**src/rtl/rshift_rx_if.sv**
```systemverilog
// Bundle for the serial receive link: serial input side plus the parallel
// valid/ready word port and status flags.
interface rshift_rx_if #(
  parameter int WIDTH = 8,
  parameter int CNT_W = $clog2(WIDTH)
);
  logic             sin;
  logic             sin_en;
  logic             clear;
  logic [WIDTH-1:0] pout;
  logic             pout_valid;
  logic             pout_ready;
  logic [CNT_W-1:0] bit_cnt;
  logic             busy;
  logic             overrun;

  modport master (
    output sin, sin_en, clear, pout_ready,
    input  pout, pout_valid, bit_cnt, busy, overrun
  );

  modport slave (
    input  sin, sin_en, clear, pout_ready,
    output pout, pout_valid, bit_cnt, busy, overrun
  );
endinterface

```
**src/rtl/rshift_rx.sv**
```systemverilog
// Serial-in/parallel-out receiver: LSB-first right shift, word presented on a
// valid/ready port, sticky overrun when a finished word finds the port full.
module rshift_rx #(
  parameter int WIDTH = 8,
  parameter int CNT_W = $clog2(WIDTH)
) (
  input  logic        clk,
  input  logic        rstn,
  rshift_rx_if.slave  bus
);

  typedef enum logic {IDLE, SHIFT} state_e;

  state_e           state_q, state_d;
  logic [WIDTH-1:0] shreg_q, shreg_d;
  logic [WIDTH-1:0] pout_q,  pout_d;
  logic             vld_q,   vld_d;
  logic [CNT_W-1:0] cnt_q,   cnt_d;
  logic             ovr_q,   ovr_d;
  logic [WIDTH-1:0] word;
  logic             last;

  always_ff @(posedge clk or negedge rstn) begin
    if (!rstn) begin
      state_q <= IDLE;
      shreg_q <= '0;
      pout_q  <= '0;
      vld_q   <= 1'b0;
      cnt_q   <= '0;
      ovr_q   <= 1'b0;
    end else begin
      state_q <= state_d;
      shreg_q <= shreg_d;
      pout_q  <= pout_d;
      vld_q   <= vld_d;
      cnt_q   <= cnt_d;
      ovr_q   <= ovr_d;
    end
  end

  always_comb begin
    state_d = state_q;
    shreg_d = shreg_q;
    pout_d  = pout_q;
    vld_d   = vld_q;
    cnt_d   = cnt_q;
    ovr_d   = ovr_q;
    word    = {bus.sin, shreg_q[WIDTH-1:1]};
    last    = (cnt_q == CNT_W'(WIDTH-1));

    if (bus.clear) begin
      // pout deliberately survives a flush; only the flags and partial word go
      shreg_d = '0;
      cnt_d   = '0;
      state_d = IDLE;
      vld_d   = 1'b0;
      ovr_d   = 1'b0;
    end else begin
      if (vld_q && bus.pout_ready) vld_d = 1'b0;
      if (bus.sin_en) begin
        shreg_d = word;
        unique case (state_q)
          IDLE: begin
            state_d = SHIFT;
            cnt_d   = CNT_W'(1);
          end
          SHIFT: begin
            if (last) begin
              state_d = IDLE;
              cnt_d   = '0;
              // an accept on this same edge frees the port for the new word
              if (!vld_q || bus.pout_ready) begin
                pout_d = word;
                vld_d  = 1'b1;
              end else begin
                ovr_d  = 1'b1;
              end
            end else begin
              cnt_d = cnt_q + CNT_W'(1);
            end
          end
          default: state_d = IDLE;
        endcase
      end
    end
  end

  assign bus.pout       = pout_q;
  assign bus.pout_valid = vld_q;
  assign bus.bit_cnt    = cnt_q;
  assign bus.busy       = (state_q == SHIFT);
  assign bus.overrun    = ovr_q;

endmodule

```
**src/flat_wrapper.sv**
```systemverilog
// flat-port wrapper written by rule: the top's interface ports become plain ports
module rshift_rx_flat 
#(
  parameter int WIDTH = 8,
  parameter int CNT_W = $clog2(WIDTH)
)
  (clk, rstn, bus_sin, bus_sin_en, bus_clear, bus_pout_ready, bus_pout, bus_pout_valid, bus_bit_cnt, bus_busy, bus_overrun);
  rshift_rx_if #(.WIDTH(WIDTH), .CNT_W(CNT_W)) bus_i ();
  input  logic clk;
  input  logic rstn;
  input wire logic [$bits(bus_i.sin)-1:0] bus_sin;
  input wire logic [$bits(bus_i.sin_en)-1:0] bus_sin_en;
  input wire logic [$bits(bus_i.clear)-1:0] bus_clear;
  input wire logic [$bits(bus_i.pout_ready)-1:0] bus_pout_ready;
  output wire logic [$bits(bus_i.pout)-1:0] bus_pout;
  output wire logic [$bits(bus_i.pout_valid)-1:0] bus_pout_valid;
  output wire logic [$bits(bus_i.bit_cnt)-1:0] bus_bit_cnt;
  output wire logic [$bits(bus_i.busy)-1:0] bus_busy;
  output wire logic [$bits(bus_i.overrun)-1:0] bus_overrun;
  assign bus_i.sin = bus_sin;
  assign bus_i.sin_en = bus_sin_en;
  assign bus_i.clear = bus_clear;
  assign bus_i.pout_ready = bus_pout_ready;
  assign bus_pout = bus_i.pout;
  assign bus_pout_valid = bus_i.pout_valid;
  assign bus_bit_cnt = bus_i.bit_cnt;
  assign bus_busy = bus_i.busy;
  assign bus_overrun = bus_i.overrun;
  rshift_rx #(.WIDTH(WIDTH), .CNT_W(CNT_W)) u_core (.clk(clk), .rstn(rstn), .bus(bus_i));
endmodule
```
**config.mk**
```make
export PLATFORM = sky130hd
export DESIGN_NAME = rshift_rx_flat
export DESIGN_NICKNAME = d
export VERILOG_FILES = /design/src/rtl/rshift_rx_if.sv /design/src/rtl/rshift_rx.sv /design/src/flat_wrapper.sv
export SDC_FILE = /design/constraint.sdc
export NUM_CORES = 1
export LEC_CHECK = 0
export ABC_AREA = 1
export BUFFER_PORTS_ARGS = -buffer_cell sky130_fd_sc_hd__buf_2
export CAP_MARGIN = 20
export CORE_UTILIZATION = 35
export DETAILED_ROUTE_END_ITERATION = 8
export PLACE_DENSITY_LB_ADDON = 0.25
export SLEW_MARGIN = 30
export SYNTH_ARGS = -nofsm -noshare
export SYNTH_HDL_FRONTEND = slang
export SYNTH_SLANG_ARGS = --single-unit
```
**constraint.sdc**
```tcl
create_clock -name clk -period 4 [get_ports clk]
set_clock_uncertainty 0.2 [all_clocks]
set_input_delay 0.6 -clock clk [delete_from_list [all_inputs] [get_ports clk]]
set_output_delay 0.6 -clock clk [all_outputs]
set_load 0.01 [all_outputs]
```
# Word-level counts from Yosys, hierarchy flattened
# Cells that the tools add are included.
# classes
order_cmp	0
mul	0
n_mux	21
n_reduce_logical	8
shifts	0
n_div	0
n_addsub	1
eq_ne	2
bitwise	2
# ops
cell	count
$mux W8	2
$mux W1	14
$mux W3	3
$pmux W3 S2	1
$reduce_bool A2 Y1	3
$reduce_and A5 Y1	1
$reduce_and A4 Y1	1
$add A3 B1 Y3 const B	1
$eq A3 B3 Y1 const B	1
$ne A2 B2 Y1 const B	1
$not A1 Y1	2
$pmux W1 S2	1
$logic_and A1 B1 Y1	1
$logic_not A1 Y1	1
$logic_or A1 B1 Y1	1
# totals
elab_cells	40
input_bits	6
reg_bits	22
romBits	0
mem_bits_rw	0
latch_bits	0
out_inout_bits	14
n_memories	0

# Logic depth before layout (Yosys ltp)
# logic_depth
word_depth	7
depth_mapped	7
mapped_depth_nobuf	7

# Least setup slack after synthesis
# OpenSTA, ideal clock, no wires.
# synth_path
kind	reg2reg
start	register u_core.cnt_q[0] (netlist: u_core.bus.bit_cnt[0])
end	register u_core.pout_q[0] (netlist: u_core.bus.pout[0])
stages_incl_launch_ff	8
arrival_ns	1.258
path_slack_ns	2.477
required_time_ns	3.735
path_buffers	0
path_cell_list	dfrtp_1 ha_1 ha_1 nand2_1 clkinv_2 nand3_4 nand2_1 nand2_1
# synth_via
elab_chain_cells	2
# synth_lines
item	line	rtl
from (decl)	rshift_rx.sv:18	logic [CNT_W-1:0] cnt_q, cnt_d;
from (signal assigned)	rshift_rx.sv:36	cnt_q <= cnt_d;
$eq A3 B3 Y1	rshift_rx.sv:49	last = (cnt_q == CNT_W'(WIDTH-1));
$reduce_and A5 Y1 (no source line)	n/a	
to (signal assigned)	rshift_rx.sv:34	pout_q <= pout_d;
to (decl)	rshift_rx.sv:16	logic [WIDTH-1:0] pout_q, pout_d;
# Every way passes these cells.
# A chain may end at the register's enable or synchronous reset.

# Worst setup path after layout
# layout_path
start	register u_core.state_q (netlist: u_core.bus.busy)
end	output port bus_busy
# layout_lines
item	line	rtl
from (decl)	rshift_rx.sv:14	state_e state_q, state_d;
from (signal assigned)	rshift_rx.sv:32	state_q <= state_d;
to (decl)	flat_wrapper.sv:18	output wire logic [$bits(bus_i.busy)-1:0] bus_busy;
# No word-level cell between the ends.

==> impl_metrics.yaml <==
synth:
  synth_largest_area_cell: "dfrtp_1"
  synth_cell_types: 18
  syn_area_sq_um: 886
  synth.most_common_cell: "nand2_1"
  synth_top_area_share_pct: 59.3
  syn_nets: 100
  synth_top_cells_by_area: "dfrtp_1, nand2_1, nand4_1"
  avgSynthCellArea_sq_um: 9.63
  synth-edff-count: 0
  synthArstFlopShare_pct: 100
  synth_common_cells: "nand2_1, dfrtp_1, inv_1"
  ys_seq_area_share_pct: 59.3
  synth_seq_cells: 21
  netlist_instances: 92
  synthFlopType: "dfrtp_1"
  ys_warn_count: 0
global_route:
  grt_antenna_before_repair: 0
  gr-total-overflow: 0
  grt_start_max_net_pins: 22
  grtUsageTotal_pct: 13.6
  grt_pass1_wl_microns: 2710
  grt_pass1_vias: 602
placement:
  dp_hpwl_microns: 1160
  port_buffers: 19
  gp_congestion: 0.739
floorplanning:
  die_x_microns: 52.3
  start_util_pct: 38.6
  std_cell_rows: 17
  dieArea_sq_um: 2740
  pin_count: 20
  coreArea_sq_um: 2300
  dieHeight_microns: 52.3
setup_path:
  arrival_ns: 0.94
  crit_chain: "buf_2"
  critPathMaxStageDelay_ns: 0.46
  worstReg2RegEnd: "u_core.bus.pout[0]"
  reg2reg_slack_ns: 2.38
  regToRegStartpoint: "u_core.bus.bit_cnt[0]"
  critPathTopFamily: "flip-flops"
  critical_path_class: "register to output port"
  cp-end-kind: "output port"
  worstPathMaxFanout: 7
  reg2reg_depth: 7
  cp_num_buf_inv: 1
  cpMaxStageDelayCell: "dfrtp_1"
  crit_path_start_kind: "register"
  worstPathRequired_ns: 3.20
pwr:
  p_clk_share_pct: 29.8
  vdd_drop_max_mv: 0.243
  switchingPower_mw: 0.0808
  swShare_pct: 23.7
  power_density_nw_per_um2: 333
  pwr-share-comb_pct: 6.2
  power.share.sequential_pct: 63.9
  p_leak_nw: 0.567
  p_int_mw: 0.260
layout:
  drive_gt1_share_pct: 23.9
  area_delta_synth_final_pct: 15.8
  final_net_count: 122
  antenna_cells: 0
routing:
  drt_iter0_markers: 17
  vias_per_cell: 4.77
  drc: 0
  routed_wirelength_microns: 1570
  dr.pass1.iters: 3
  via_count: 672
  wl_per_cell_microns: 11.1
  ant_nets: 0
clock_network:
  cts_hold_repair.buffers: 0
  cts_setup_buffers: 0
  h-tree-depth: 1
  cts_buffers: 3
  ctsResizeCount: 0
  cts.clk_slew.worst_paths_ns: 0.11
  clkLatencyLatePin_ns: 0.31
  cts_tree: "done"
  root_buffer: "clkbuf_4"
  max-clock-path-buffers: 2
  clock-sinks: 21
sta:
  setup_viol_count_final: 0
  relSlewSlack_pct: 69.6
  min_period_ns: 1.74
  rsz0062_at_grt: "false"
  fmax_mhz: 576
  timing.hold.ws_ns: 0.0171
  layout_worst_path_cycle_share_pct: 43.4
  maxSlewViolCount: 0
  hold_viol: 0
  final.setup.tns_ns: 0
  tightest_slew_ns: 0.456
run:
  max_cap_viol_count: 0
hold_path:
  hp-class: "primary input to asynchronous set/reset pin"
status:
  status: "completed"
==> cell type report <==
| cell class | instances | area (sq um) |
|---|---|---|
| well taps | 28 | 35.0 |
| inverters | 11 | 42.5 |
| flip-flops and latches | 21 | 526 |
| multi-input cells | 58 | 302 |
| fillers | 235 | 1270 |
| clock buffers | 4 | 26.3 |
| repair buffers | 19 | 95.1 |
==> logic make-up (layout without fill, tap and decap cells) <==
family | Yosys count | after routing | share of synthesized area [%]
compound gates | 9 | 9 | 5.79
fa+ha+maj | 2 | 2 | 2.82
buf+inv | 13 | 34 | 6.64
flops | 21 | 21 | 59.3
simple gates | 47 | 47 | 25.4
==> flip-flops by register name, indices dropped and copies added (netlist names) <==
signal and count:
u_core.bus.busy 1, u_core.bus.pout 8, u_core.bus.pout_valid 1, u_core.shreg_q 7
u_core.bus.bit_cnt 3, u_core.bus.overrun 1
==> metrics by stage <==
step	setup WS, ns	util [%]	cells	power (mW)	cell area (sq um)
after floorplan	2.48	-	92	0.233	886
after global placement	2.35	43.5	137	0.244	1000
after detailed placement	2.34	43.5	137	0.244	1000
after CTS	2.25	44.7	141	0.344	1030
after global routing	2.18	44.7	141	0.356	1030
final	2.26	44.7	141	0.341	1030
==> routing by layer <==
| layer | up-vias | wire, microns | GRT usage (%) | part of all wire, % |
|---|---|---|---|---|
| met5 | - | 0 | 0 | 0 |
| met4 | 0 | 22 | 5.26 | 1.4 |
| met3 | 4 | 79 | 4.35 | 5.0 |
| met2 | 14 | 612 | 17.9 | 39 |
| met1 | 306 | 851 | 20.2 | 54 |
| li1 | 348 | - | - | - |
==> power groups by stage <==
stage / clock (mW) / sequential [mW] / combinational (mW)
floorplan: 0 / 0.223 / 0.0101
global placement: 0 / 0.222 / 0.0215
detailed placement: 0 / 0.222 / 0.0217
CTS: 0.104 / 0.218 / 0.0218
global route: 0.112 / 0.219 / 0.0246
finish: 0.102 / 0.218 / 0.0213
==> how the worst max path moves through the flow <==
| stage | startpoint | to | slack (ns) | cells past startpoint |
|---|---|---|---|---|
| after floorplan | u_core.bus.bit_cnt[0] | u_core.bus.pout[0] | 2.48 | 7 |
| after global placement | bus_sin_en | u_core.bus.pout[2] | 2.35 | 6 |
| after detailed placement | bus_clear | u_core.bus.pout[0] | 2.34 | 5 |
| after CTS | u_core.bus.busy | bus_busy | 2.25 | 1 |
| after global routing | u_core.bus.busy | bus_busy | 2.18 | 1 |
| final | u_core.bus.busy | bus_busy | 2.26 | 1 |
==> layout by cell type, fill, tap and decap left out <==
cell type,n
nand2_1,29
dfrtp_1,21
buf_2,19
inv_1,9
nand4_1,8
o22ai_1,5
nand3_1,4
nor2_1,3
clkbuf_4,3
o21ai_1,2
ha_1,2
a21oi_1,1
inv_2,1
nor2_4,1
clkinv_2,1
nand3_4,1
nor2_2,1
o21ai_0,1
clkbuf_1,1
Power figures use the tool's default switching activity.
